===== src/rtl/xdisplay_mux_if.sv =====
// Display controller bus: digit writes, blink/brightness controls and the
// registered pin outputs.
interface xdisplay_mux_if #(
  parameter int unsigned N_DIGITS = 4,
  parameter int unsigned SEG_W    = 8,
  parameter int unsigned AW       = 2
);
  logic                wr_en;
  logic [AW-1:0]       wr_addr;
  logic [SEG_W-1:0]    wr_data;
  logic [N_DIGITS-1:0] blink_mask;
  logic [3:0]          bright;
  logic [N_DIGITS-1:0] an_n;
  logic [SEG_W-1:0]    seg_n;
  logic [AW-1:0]       digit_idx;

  modport master (
    output wr_en, wr_addr, wr_data, blink_mask, bright,
    input  an_n, seg_n, digit_idx
  );

  modport slave (
    input  wr_en, wr_addr, wr_data, blink_mask, bright,
    output an_n, seg_n, digit_idx
  );
endinterface


===== src/rtl/xdisplay_mux.sv =====
// Multiplexed N-digit seven-segment driver with addressed writes, blank
// interval, 16-level PWM brightness and per-digit blink.
module xdisplay_mux #(
  parameter int unsigned N_DIGITS  = 4,
  parameter int unsigned SEG_W     = 8,
  parameter int unsigned SCAN_DIV  = 262144,
  parameter int unsigned BLANK_CYC = 16,
  parameter int unsigned BLINK_DIV = 16777216,
  parameter int unsigned AW        = (N_DIGITS > 1) ? $clog2(N_DIGITS) : 1
) (
  input  logic           clk,
  input  logic           rst,
  xdisplay_mux_if.slave  bus
);

  localparam int unsigned SCAN_W  = $clog2(SCAN_DIV);
  localparam int unsigned BLINK_W = $clog2(BLINK_DIV);

  logic [SCAN_W-1:0]   scan_cnt_q, scan_cnt_d;
  logic [AW-1:0]       idx_q, idx_d;
  logic [BLINK_W-1:0]  blink_cnt_q, blink_cnt_d;
  logic                blink_phase_q, blink_phase_d;
  logic [SEG_W-1:0]    digit_q [N_DIGITS];
  logic [SEG_W-1:0]    digit_d [N_DIGITS];

  // First output stage: slot decision taken from the live scan state.
  logic                s1_on_q, s1_on_d;
  logic [AW-1:0]       s1_idx_q, s1_idx_d;
  logic [SEG_W-1:0]    s1_seg_q, s1_seg_d;

  logic [N_DIGITS-1:0] an_n_q, an_n_d;
  logic [SEG_W-1:0]    seg_n_q, seg_n_d;
  logic [AW-1:0]       digit_idx_q, digit_idx_d;

  always_comb begin
    scan_cnt_d    = scan_cnt_q + SCAN_W'(1);
    idx_d         = idx_q;
    blink_cnt_d   = blink_cnt_q + BLINK_W'(1);
    blink_phase_d = blink_phase_q;
    digit_d       = digit_q;

    if (scan_cnt_q == SCAN_W'(SCAN_DIV - 1)) begin
      scan_cnt_d = '0;
      idx_d      = (idx_q == AW'(N_DIGITS - 1)) ? '0 : idx_q + AW'(1);
    end

    if (blink_cnt_q == BLINK_W'(BLINK_DIV - 1)) begin
      blink_cnt_d   = '0;
      blink_phase_d = ~blink_phase_q;
    end

    // Out-of-range addresses match no register and are dropped.
    for (int i = 0; i < int'(N_DIGITS); i++) begin
      if (bus.wr_en && (bus.wr_addr == AW'(i))) digit_d[i] = bus.wr_data;
    end

    s1_on_d  = !((scan_cnt_q < SCAN_W'(BLANK_CYC)) ||
                 (scan_cnt_q[3:0] > bus.bright) ||
                 (blink_phase_q && bus.blink_mask[idx_q]));
    s1_idx_d = idx_q;
    s1_seg_d = digit_q[idx_q];

    an_n_d      = s1_on_q ? ~(N_DIGITS'(1) << s1_idx_q) : '1;
    seg_n_d     = s1_on_q ? s1_seg_q : '1;
    digit_idx_d = s1_idx_q;
  end

  always_ff @(posedge clk or posedge rst) begin
    if (rst) begin
      scan_cnt_q    <= '0;
      idx_q         <= '0;
      blink_cnt_q   <= '0;
      blink_phase_q <= 1'b0;
      digit_q       <= '{default: '1};
      s1_on_q       <= 1'b0;
      s1_idx_q      <= '0;
      s1_seg_q      <= '1;
      an_n_q        <= '1;
      seg_n_q       <= '1;
      digit_idx_q   <= '0;
    end else begin
      scan_cnt_q    <= scan_cnt_d;
      idx_q         <= idx_d;
      blink_cnt_q   <= blink_cnt_d;
      blink_phase_q <= blink_phase_d;
      digit_q       <= digit_d;
      s1_on_q       <= s1_on_d;
      s1_idx_q      <= s1_idx_d;
      s1_seg_q      <= s1_seg_d;
      an_n_q        <= an_n_d;
      seg_n_q       <= seg_n_d;
      digit_idx_q   <= digit_idx_d;
    end
  end

  assign bus.an_n      = an_n_q;
  assign bus.seg_n     = seg_n_q;
  assign bus.digit_idx = digit_idx_q;

endmodule


===== src/flat_wrapper.sv =====
// flat-port wrapper written by rule: the top's interface ports become plain ports
module xdisplay_mux_flat 
#(
  parameter int unsigned N_DIGITS  = 4,
  parameter int unsigned SEG_W     = 8,
  parameter int unsigned SCAN_DIV  = 262144,
  parameter int unsigned BLANK_CYC = 16,
  parameter int unsigned BLINK_DIV = 16777216,
  parameter int unsigned AW        = (N_DIGITS > 1) ? $clog2(N_DIGITS) : 1
)
  (clk, rst, bus_wr_en, bus_wr_addr, bus_wr_data, bus_blink_mask, bus_bright, bus_an_n, bus_seg_n, bus_digit_idx);
  xdisplay_mux_if #(.N_DIGITS(N_DIGITS), .SEG_W(SEG_W), .AW(AW)) bus_i ();
  input  logic clk;
  input  logic rst;
  input wire logic [$bits(bus_i.wr_en)-1:0] bus_wr_en;
  input wire logic [$bits(bus_i.wr_addr)-1:0] bus_wr_addr;
  input wire logic [$bits(bus_i.wr_data)-1:0] bus_wr_data;
  input wire logic [$bits(bus_i.blink_mask)-1:0] bus_blink_mask;
  input wire logic [$bits(bus_i.bright)-1:0] bus_bright;
  output wire logic [$bits(bus_i.an_n)-1:0] bus_an_n;
  output wire logic [$bits(bus_i.seg_n)-1:0] bus_seg_n;
  output wire logic [$bits(bus_i.digit_idx)-1:0] bus_digit_idx;
  assign bus_i.wr_en = bus_wr_en;
  assign bus_i.wr_addr = bus_wr_addr;
  assign bus_i.wr_data = bus_wr_data;
  assign bus_i.blink_mask = bus_blink_mask;
  assign bus_i.bright = bus_bright;
  assign bus_an_n = bus_i.an_n;
  assign bus_seg_n = bus_i.seg_n;
  assign bus_digit_idx = bus_i.digit_idx;
  xdisplay_mux #(.N_DIGITS(N_DIGITS), .SEG_W(SEG_W), .SCAN_DIV(SCAN_DIV), .BLANK_CYC(BLANK_CYC), .BLINK_DIV(BLINK_DIV), .AW(AW)) u_core (.clk(clk), .rst(rst), .bus(bus_i));
endmodule

===== config.mk =====
export PLATFORM = sky130hd
export DESIGN_NAME = xdisplay_mux_flat
export DESIGN_NICKNAME = d
export VERILOG_FILES = /design/src/rtl/xdisplay_mux_if.sv /design/src/rtl/xdisplay_mux.sv /design/src/flat_wrapper.sv
export SDC_FILE = /design/constraint.sdc
export NUM_CORES = 1
export LEC_CHECK = 0
export CORE_MARGIN = 4
export CORE_UTILIZATION = 47
export CTS_CLUSTER_DIAMETER = 200
export DETAILED_ROUTE_END_ITERATION = 8
export GPL_ROUTABILITY_DRIVEN = 0
export PLACE_DENSITY = 0.67
export SLEW_MARGIN = 40
export SYNTH_ARGS = -nofsm -noshare
export SYNTH_HDL_FRONTEND = slang
export SYNTH_SLANG_ARGS = --single-unit

===== constraint.sdc =====
create_clock -name clk -period 3.2 [get_ports clk]
set_input_delay 0.32 -clock clk [delete_from_list [all_inputs] [get_ports clk]]
set_output_delay 0.32 -clock clk [all_outputs]
set_load 0.05 [all_outputs]

# Yosys cells after proc, flatten, opt, wreduce, memory -nomap -nowiden

Index checks and enable logic that the tools add are counted.

Flip-flop bits (word level): 102
Bits in latches: 0
Bits in writable memories: 0
Bits in read-only memories: 0
Bits of input ports: 21
Output and inout bits: 14
Word-level logic and storage cells: 50
Memories: 0

$add $sub $neg: 3
Multipliers: 0
Div/mod/pow operators: 0
Magnitude comparators: 4
Eq/ne operators: 6
Shifts and indexed selects: 1
Mux-type cells: 10
Bitwise gates (word level): 3
Reductions and logical operators: 9

Operators with widths:

| cell                                                     | count |
|---|---|
| adder 24 x 1 -> 24 bit, second input constant            | 1 |
| equality test 24 bit, second input constant              | 1 |
| two-way mux 24 bit                                       | 1 |
| two-way mux 8 bit                                        | 3 |
| adder 18 x 1 -> 18 bit, second input constant            | 1 |
| equality test 18 bit, second input constant              | 1 |
| < comparator 18 x 5 -> 1 bit, second input constant      | 1 |
| two-way mux 18 bit                                       | 1 |
| binary-select mux 8 bit (select 2 bit)                   | 1 |
| equality test 2 bit, second input constant               | 3 |
| logical AND 1 bit                                        | 5 |
| > comparator 4 bit                                       | 1 |
| two-way mux 4 bit                                        | 1 |
| NOT 4 bit                                                | 1 |
| << shifter 1 x 2 -> 4 bit, first input constant          | 1 |
| greater-or-equal comparator 3 bit, second input constant | 1 |
| < comparator 2 x 3 -> 1 bit, second input constant       | 1 |
| NOT 2 -> 3 bit                                           | 1 |
| adder 2 x 1 -> 2 bit, second input constant              | 1 |
| binary-select mux 1 bit (select 2 bit)                   | 1 |
| equality test 2 x 1 -> 1 bit, second input constant      | 1 |
| logical NOT 2 bit                                        | 1 |
| logical OR 1 bit                                         | 2 |
| two-way mux 2 bit                                        | 1 |
| other kinds (3)                                          | 3 |

# Logic depth before layout (Yosys ltp)

Gate-level depths: netlist (run 1).

Word-level depth: 5
Gate-level depth with buffers: 6
Depth with buffers taken out: 6

# Worst setup path before layout (run 1)

Ideal clock, no wire load.

Path type: register to register
Start point: register u_core.scan_cnt_q[4]
End point: register u_core.idx_q[0]
Library setup time: 0.125 ns
Arrival: 1.771 ns
Data required time: 3.075 ns
Setup slack: 1.304 ns
Cell stages (with the launch flop): 7
Path buffers: 2
Clock period less this slack: 1.896 ns
Path through: dfrtp_1 clkbuf_1 nand4_1 nor2_1 and3_1 buf_2 mux2_2

Cells in the longest elaborated chain, start to end: 1

RTL lines:

| item                   | RTL line           | RTL |
|---|---|---|
| from (decl)            | xdisplay_mux.sv:19 | `logic [SCAN_W-1:0] scan_cnt_q, scan_cnt_d;` |
| from (signal assigned) | xdisplay_mux.sv:82 | `scan_cnt_q <= scan_cnt_d;` |
| equality test 18 bit   | xdisplay_mux.sv:42 | `if (scan_cnt_q == SCAN_W'(SCAN_DIV - 1)) begin` |
| to (signal assigned)   | xdisplay_mux.sv:83 | `idx_q <= idx_d;` |
| to (decl)              | xdisplay_mux.sv:20 | `logic [AW-1:0] idx_q, idx_d;` |

Every way passes these cells.
A chain may end at the register's enable or synchronous reset.

# Final worst setup path (run 1)

Start point: register u_core.scan_cnt_q[4]
End point: register u_core.idx_q[1]

The elaborated chain is that of the path after synthesis.

==> reports/results.ini, run 1 <==
[run_status]
status=finished, final reports clean

[route]
route.vias.total=2644
initialDrtViolationCount=82
avgViaCountPerCell=5.396
drt-total-wl_um=7625
wl_per_cell_um=15.56
ant_nets=0
firstDrtPassIters=4
remaining_drc_errors=0

[finish]
drive_above_1_share_pct=32.20
nNetsFinal=405
most-common-layout-cells=dfstp_2, dfrtp_1, mux2_2, clkdlybuf4s50_1, nor2_1
finalNonFillerCells=490
diodes=0
fillers=750
area_delta_synth_final_pct=16.22
final_common_cell=dfstp_2

[global_route]
grt_pass1_vias=2765
grt_pass1_wl_um=13330
antenna_found_initial=0
grt_usage_pct=15.22
grt_start_max_net_pins=37
use_met2_pct=25.69
use_met1_pct=19.11
busiest_layer=met2
gr-usage-met3_pct=3.576
grt_overflow=0

[power]
p_sw_mw=0.6155
clkPwrFrac_pct=33.1
p_seq_share_pct=56.7
switching_share_pct=22.92
power_frac_comb_pct=10.2
p_int_mw=2.070
p_per_area_mw_per_mm2=527.3
peakVddDrop_mv=0.3365
p_leak_nw=2.127

[setup_path]
critPathKind=register to register
max_stage_delay_ns=0.45
worstPathRequired_ns=3.45
cp_cell_sequence=nand4_1 > nor2_1 > and3_1 > mux2_2
path_delay_family=simple AND/OR/NAND/NOR gates
cp.arrival_ns=2.44
cp-start-kind=register
cp-end-kind=register
path_buf_inv=0
cpMaxStageDelayCell=dfrtp_1
path_max_fanout=10

[yosys]
synth-seq-cells=102
synth_area_leaders=dfstp_2, dfrtp_1, mux2_2
synth-main-ff-cell=dfstp_2
synth_edf_count=0
ys_seq_area_share_pct=59.74
syn_nets=362
yosys.area.top_type_share_pct=31.18
synth_cell_types=37
syn-mean-instance-area_um2=13.12
netlist_instances=334
async_reset_ff_share_pct=100.0
yosysWarnings=0
syn_area_mm2=0.004382
synth_top_area_cell=dfstp_2

[timing]
setup_viol=0
fin_crit_sh_pct=68.35
fin_setup_tns_ns=0
slew_headroom_pct=48.58
hold_viol_final=0
worst_slew_pin_slew_ns=0.7679
timing.fmax_mhz=457.2
slew_violations=0
finalCriticalPeriod_ns=2.187
rsz0062_at_grt=no
finClkSkew_ns=0.01021

[clock_tree]
cts_tree=done
clock_path_buffers=2
clk_pin_slew_ns=0.10
clock_tree.root_cell=clkbuf_8
ctsResizeCount=0
cts_buffers=9
h-tree-depth=3
clk_latency_ns=0.36
cts_sinks=102
postCtsHoldBufs=0
post_cts_buffers=0

[floorplanning]
core-area_mm2=0.008891
ios=35
die_x_um=104.6
start_util_pct=49.28
fp.dieH_um=104.6
rows=34
die_area_mm2=0.01093

[job]
max_cap_violations=0

[place]
dp_cells=474
dp_hpwl_um=5266
portBuffers=34

[hold_path]
hp-class=input pin to asynchronous set/reset pin

-- registers in the layout, indices dropped and copies added (netlist names), 2 cells and up --
register              cells
u_core.blink_cnt_q       24
u_core.bus.an_n           4
u_core.bus.digit_idx      2
u_core.bus.seg_n          8
u_core.digit_idx_d        2
u_core.digit_q           32
u_core.idx_q              2
u_core.s1_seg_q           8
u_core.scan_cnt_q        18
-- power by group through the flow --
stage | Combinational, mW | Sequential (mW) | Clock (mW)
3_5_place_dp | 0.281 | 1.55 | 0
4_1_cts | 0.281 | 1.52 | 0.923
3_3_place_gp | 0.273 | 1.54 | 0
2_1_floorplan | 0.145 | 1.58 | 0
6_report | 0.275 | 1.52 | 0.889
5_1_grt | 0.299 | 1.54 | 0.974
-- worst register-to-register path: cells and delay by family (launching register included) --
kind / cells / cell delay (ns)
flip-flops: 1 / 0.45
multiplexers: 1 / 0.39
AND/OR/NAND/NOR: 3 / 1.24
-- metal layers --
| layer | vias to the layer above | share of wire, % |
|---|---|---|
| li1 | 1267 | - |
| met1 | 1329 | 46 |
| met2 | 40 | 49 |
| met3 | 8 | 3.5 |
| met4 | 0 | 1.5 |
| met5 | - | 0 |
-- layout make-up --
class	count	area (µm²)	area share, %
flip-flops and latches	102	2618	51.40
multi-input cells	216	1707	33.51
repair buffers	39	377.9	7.420
well taps	108	135.1	2.654
clock buffers	10	127.6	2.506
clock inverters	6	91.34	1.794
inverters	9	36.28	0.7125
-- synth_stat cells (all sizes together) (5+ instances only) --
cell type,instances
dfrtp,50
dfstp,52
ha,7
inv,9
mux2,34
mux4,9
nand2,14
nand2b,8
nand3,21
nand4,10
nor2,26
nor4,12
o21ai,6
or3,5
xnor2,18
xor2,15
-- final timing paths --
kind	startpoint	end	slack, ns	depth (start not counted)
setup / recovery	u_core.scan_cnt_q[4]	u_core.idx_q[1]	1.01	4
hold / removal	rst	u_core.blink_cnt_q[5]	0.31	2
setup reg to reg	u_core.scan_cnt_q[4]	u_core.idx_q[1]	1.01	4
hold reg to reg	u_core.blink_cnt_q[20]	u_core.blink_cnt_q[20]	0.48	1
max in group asynchronous	rst	u_core.bus.an_n[0]	2.14	3
min in group clk	u_core.blink_cnt_q[20]	u_core.blink_cnt_q[20]	0.48	1
-- cell families (layout without fill, tap and decap cells) --
family | after synthesis | in the layout | share of synthesized area (%)
compound gates | 14 | 14 | 1.913
xor+xnor | 33 | 33 | 6.596
fa+ha+maj | 7 | 7 | 1.999
buf+inv | 16 | 64 | 1.456
flops | 102 | 102 | 59.74
mux | 43 | 43 | 13.36
simple gates | 119 | 119 | 14.93
-- stage by stage --
| stage | utilization (%) | total power [mW] | instance area (µm²) | hold WS (ns) | worst slack (ns) |
|---|---|---|---|---|---|
| 3_5_place_dp | 54.81 | 1.827 | 4873 | 0.4497 | 1.086 |
| 2_1_floorplan | - | 1.725 | 4382 | 0.3758 | 0.2906 |
| 5_1_grt | 57.28 | 2.812 | 5092 | 0.3438 | 0.8719 |
| 6_report | 57.28 | 2.685 | 5092 | 0.3092 | 1.013 |
| 4_1_cts | 57.28 | 2.727 | 5092 | 0.3065 | 1.044 |
| 3_3_place_gp | 54.74 | 1.814 | 4867 | 0.4493 | 1.126 |
No activity file was read; power rests on OpenSTA's default activity.
==> run 2: changes to the inputs <==
--- a/config.mk
+++ b/config.mk
@@ -10,7 +10,7 @@
 export CTS_CLUSTER_DIAMETER = 200
 export DETAILED_ROUTE_END_ITERATION = 8
 export GPL_ROUTABILITY_DRIVEN = 0
-export PLACE_DENSITY = 0.67
+export PLACE_DENSITY = 0.69
 export SLEW_MARGIN = 40
 export SYNTH_ARGS = -nofsm -noshare
 export SYNTH_HDL_FRONTEND = slang
==> constraint.sdc (replaced) <==
create_clock -name clk -period 2 [get_ports clk]
set_input_delay 0.2 -clock clk [delete_from_list [all_inputs] [get_ports clk]]
set_output_delay 0.2 -clock clk [all_outputs]
set_load 0.05 [all_outputs]
==> run 2 against run 1 <==
Clock skew rose by 0.0072 ns. Total power rose by 55%. Count of clock-buffer cells in the layout stayed put. Maximum frequency is 14% higher. Final area rose by 2.3%. Largest power group unchanged. Highest routed layer unchanged.
==> reports/results.ini, run 2 (synthesized netlist as in run 1, its figures left out) <==
[finish]
drive_above_1_share_pct=34.94  ; +2.7 points
final_common_cell=dfstp_2
fin_area_mm2=0.005209  ; +2.3%
utilization_pct=58.58  ; +1.3 points
nNetsFinal=418  ; +3.2%
area_delta_synth_final_pct=18.88
diodes=0  ; unchanged
regMostFlops=u_core.digit_q
most-common-layout-cells=dfstp_2, dfrtp_1, mux2_2, clkdlybuf4s50_1, nor2_1
largest_register_ffs=32  ; unchanged
reg_top3=u_core.digit_q (32), u_core.blink_cnt_q (24), u_core.scan_cnt_q (18)
fillers=718  ; -4.3%
finalNonFillerCells=503  ; +2.7%

[clock_tree]
h-tree-depth=3  ; unchanged
clock_tree.root_cell=clkbuf_8
cts_buffers=9  ; unchanged
postCtsHoldBufs=0  ; unchanged
clk_latency_ns=0.37  ; about the same
cts_tree=done
clk_pin_slew_ns=0.10  ; about the same
clock_path_buffers=2  ; unchanged
cts_sinks=102  ; unchanged

[route]
drt-total-wl_um=7655  ; +0.39%
initialDrtViolationCount=60  ; -27%
route.vias.total=2693  ; +1.9%
avgViaCountPerCell=5.354  ; -0.78%
remaining_drc_errors=0  ; unchanged
ant_nets=0  ; unchanged
wl_per_cell_um=15.22  ; -2.2%
firstDrtPassIters=4  ; unchanged

[global_route]
grt_usage_pct=15.70  ; +0.48 points
grt_pass1_wl_um=13720  ; +2.9%
antenna_found_initial=0  ; unchanged
grt_overflow=0  ; unchanged
grt_pass1_vias=2884  ; +4.3%
grt_start_max_net_pins=52  ; +41%

[timing]
fin_crit_sh_pct=96.08  ; +28 points
timing.fmax_mhz=520.4  ; +14%
finalCriticalPeriod_ns=1.922  ; -0.2655 ns
fin_ws_ns=0.07849  ; -0.9345 ns
setup_viol=0  ; unchanged
worst_slew_pin_slew_ns=0.5504  ; -0.2175 ns
finClkSkew_ns=0.01739  ; +0.007178 ns
hold_viol_final=0  ; unchanged
slew_headroom_pct=63.30  ; +15 points
slew_violations=0  ; unchanged

[floorplanning]
die_x_um=104.6  ; unchanged
core-area_mm2=0.008891  ; unchanged
die_area_mm2=0.01093  ; unchanged
rows=34  ; unchanged
fp.dieH_um=104.6  ; unchanged
start_util_pct=49.28  ; unchanged
ios=35  ; unchanged

[setup_path]
max_stage_delay_ns=0.46  ; about the same
cpMaxStageDelayCell=or3_4
path_delay_family=simple AND/OR/NAND/NOR gates
critPathKind=register to register
path_buf_inv=1  ; +1
worstPathRequired_ns=2.29  ; -1.16 ns
cp_cell_sequence=ha_1 > nand3_1 > or3_4 > nor4_4 > buf_4 > xor2_1
cp-start-kind=register
cp-end-kind=register
path_max_fanout=7  ; -3
cp.arrival_ns=2.21  ; -0.23 ns

[place]
dp_hpwl_um=5356  ; +1.7%
portBuffers=34  ; unchanged
placed_area_mm2=0.004984  ; +2.3%
dp_cells=486  ; +2.5%
place_ws_ns=0.06473  ; -1.021 ns

[job]
max_cap_violations=0  ; unchanged

[power]
peakVddDrop_mv=0.4261  ; +27%
p_total_mw=4.153  ; +55%
p_leak_nw=2.203  ; +3.6%
p_per_area_mw_per_mm2=797.3  ; +51%

[hold_path]
hp-class=input pin to asynchronous set/reset pin

[run_status]
status=finished, final reports clean

[run 2: changes by cell type in the layout (fill, tap and decap cells not counted), sizes merged]
cell      delta
bufinv       -2
buf         +13
clkinvlp     +1
clkinv       +1
[run 2: repair_timing]
item,CTS,global route
resized for setup,0,3
endpoints found under the setup margin,0,13
hold endpoints to repair,0,0
buffers inserted,0,1
[run 2: worst reg2reg max path, delay by kind of cell, from the launching register on]
kind	cells	cell delay (ns)
adder cells (fa/ha/maj)	1	0.20
buffers and inverters	1	0.21
XOR/XNOR	1	0.15
AND/OR/NAND/NOR	3	0.91
flip-flops	1	0.39
[run 2: final cells by class]
class,count,area (µm²),share of cell area (%)
flip-flops and latches,102,2618,50.25
clock buffers,10,137.6,2.642
repair buffers,52,500.5,9.608
well taps,108,135.1,2.594
multi-input cells,216,1718,32.98
inverters,9,37.54,0.7206
clock inverters,6,62.56,1.201
[run 2: worst paths after layout]
kind | from | end | slack [ns] | depth (start not counted)
setup / recovery | u_core.blink_cnt_q[1] | u_core.blink_phase_q | 0.08 | 6
hold / removal | rst | u_core.blink_cnt_q[18] | 0.18 | 2
setup reg to reg | u_core.blink_cnt_q[1] | u_core.blink_phase_q | 0.08 | 6
hold reg to reg | u_core.digit_idx_d[1] | u_core.bus.digit_idx[1] | 0.46 | 0
max in group asynchronous | rst | u_core.bus.an_n[0] | 1.18 | 3
min in group clk | u_core.digit_idx_d[1] | u_core.bus.digit_idx[1] | 0.46 | 0
[run 2: metal layers]
metal | wire (µm) | global-route usage [%]
met2 | 3826 | 25.69
met5 | 0 | 0
met1 | 3486 | 20.47
met4 | 80 | 4.274
met3 | 262 | 4.747
[run 2: metrics by stage]
stage	TNS [ns]	hold WS [ns]
floorplan	0	0.3511
global placement	0	0.4489
detailed placement	0	0.4486
CTS	0	0.1848
global route	-0.03677	0.1923
finish	0	0.1823
[run 2: report_power, final]
part,leakage [nW],switching (mW),total [mW],internal [mW]
clock network,0.103,0.752,1.27,0.522
registers,1.21,0.0674,2.43,2.36
logic,0.890,0.212,0.449,0.237
==> patch (flow settings as in run 1) <==
`BLANK_CYC` is set to 16 in 2 places; all go to 15.
--- a/src/rtl/xdisplay_mux.sv
+++ b/src/rtl/xdisplay_mux.sv
@@ -4,7 +4,7 @@
   parameter int unsigned N_DIGITS  = 4,
   parameter int unsigned SEG_W     = 8,
   parameter int unsigned SCAN_DIV  = 262144,
-  parameter int unsigned BLANK_CYC = 16,
+  parameter int unsigned BLANK_CYC = 15,
   parameter int unsigned BLINK_DIV = 16777216,
   parameter int unsigned AW        = (N_DIGITS > 1) ? $clog2(N_DIGITS) : 1
 ) (
--- a/src/flat_wrapper.sv
+++ b/src/flat_wrapper.sv
@@ -4,7 +4,7 @@
   parameter int unsigned N_DIGITS  = 4,
   parameter int unsigned SEG_W     = 8,
   parameter int unsigned SCAN_DIV  = 262144,
-  parameter int unsigned BLANK_CYC = 16,
+  parameter int unsigned BLANK_CYC = 15,
   parameter int unsigned BLINK_DIV = 16777216,
   parameter int unsigned AW        = (N_DIGITS > 1) ? $clog2(N_DIGITS) : 1
 )
Check against the original RTL: same outputs for any inputs over 10 cycles, from zero or initial values and one cycle with rst high; that may be too few to reach the edited logic, so the function may still have changed.
==> patch against run 1 <==
  * Critical path depth increased by 1
  * Non-clock buffer count down 3
  * Total power is 0.19% higher
  * Worst setup slack worse by 110 ps
  * Maximum frequency down 4.7%
  * Critical endpoint is now u_core.idx_q[0]
  * Sequential power hardly changed
  * Global-route usage down 0.68 points
  * Routed wire length fell by 2.8%
  * Cell area increased by 0.76%
  * Critical path type unchanged
  * Synthesized area is 0.91% higher
  * Die area up 0.84%
  * Sequential cell count unchanged
==> patch: results (changes against run 1) <==
- Status: finished, final reports clean
- P_sw: 0.000637 W (+3.5%)
- GRT Util Overall: 14.5% (-0.68 points)
- Skew final: 13.1 ps (+2.89 ps)
- Multi-input gates: 213 (-1.4%)
- Worst reg2reg path depth: 5 (+1)
- Synth area leaders: dfstp_2 31%, dfrtp_1 28%, mux2_2 8.4%
- Seq. cell area: 2620 µm² (about the same)
- Cell leakage power: 2.12 nW (-0.13%)
- Non-clk bufs: 36 (-7.7%)
- Area share of fa/ha/maj cells after synthesis: 1.98% (-0.018 points)
- Post-route insts no fill: 488 (-0.41%)
- Detailed Route WL: 7410 µm (-2.8%)
- CP max-delay cell: and3_1
- Synth Area in Compound Gates: 2.15% (+0.24 points)
- Met3 Track Usage GR: 4.45% (+0.87 points)
- Seq/total area: 51.0% (-0.36 points)
- Final-stage net count: 400 (-1.2%)
- First-pass GRT wire length: 12700 µm (-4.9%)
- Area of the multi-input gates: 1740 µm² (+1.7%)
- Vias in the first global route: 2644 (-4.4%)
- Fill cell count: 742 (-1.1%)
- Power Internal: 0.00205 W (-0.79%)
- CP max stage delay: 480 ps (+30 ps)
- Die area: 11000 µm² (+0.84%)
- Synth unique cells: 42 (+14%)
- FFs & Latches: 102 (unchanged)
- Routed wl met2: 3620 µm (-4.0%)
- Placed Instances: 472 (-0.42%)
- Met3 routed WL: 273 µm (+3.0%)
patch: changes by cell type after synthesis, sizes merged, moves of 2 or more:
cell,run 1,this run
nor4,12,10
or3,5,3
a21oi,3,5
xnor2,18,26
nand3,21,16
nand4,10,15
xor2,15,8
nor3,4,6
patch: kinds of logic (layout without fill, tap and decap cells):
group,Yosys count,in the layout
multiplexers,43,43
buffers and inverters,15,62
AND/OR/NAND/NOR,114,114
AO/OA/AOI/OAI,15,15
flip-flops,102,102
XOR/XNOR,34,34
adder cells (fa/ha/maj),7,7
patch: how the worst max path moves through the flow:
| stage | cells past startpoint | slack (ps) | endpoint |
|---|---|---|---|
| 4_1_cts | 5 | 890 | u_core.idx_q[0] |
| 3_3_place_gp | 5 | 1010 | u_core.idx_q[0] |
| 6_report | 5 | 900 | u_core.idx_q[0] |
| 2_1_floorplan | 1 | 290 | u_core.blink_cnt_q[0] |
| 5_1_grt | 5 | 760 | u_core.idx_q[0] |
| 3_5_place_dp | 5 | 940 | u_core.idx_q[0] |
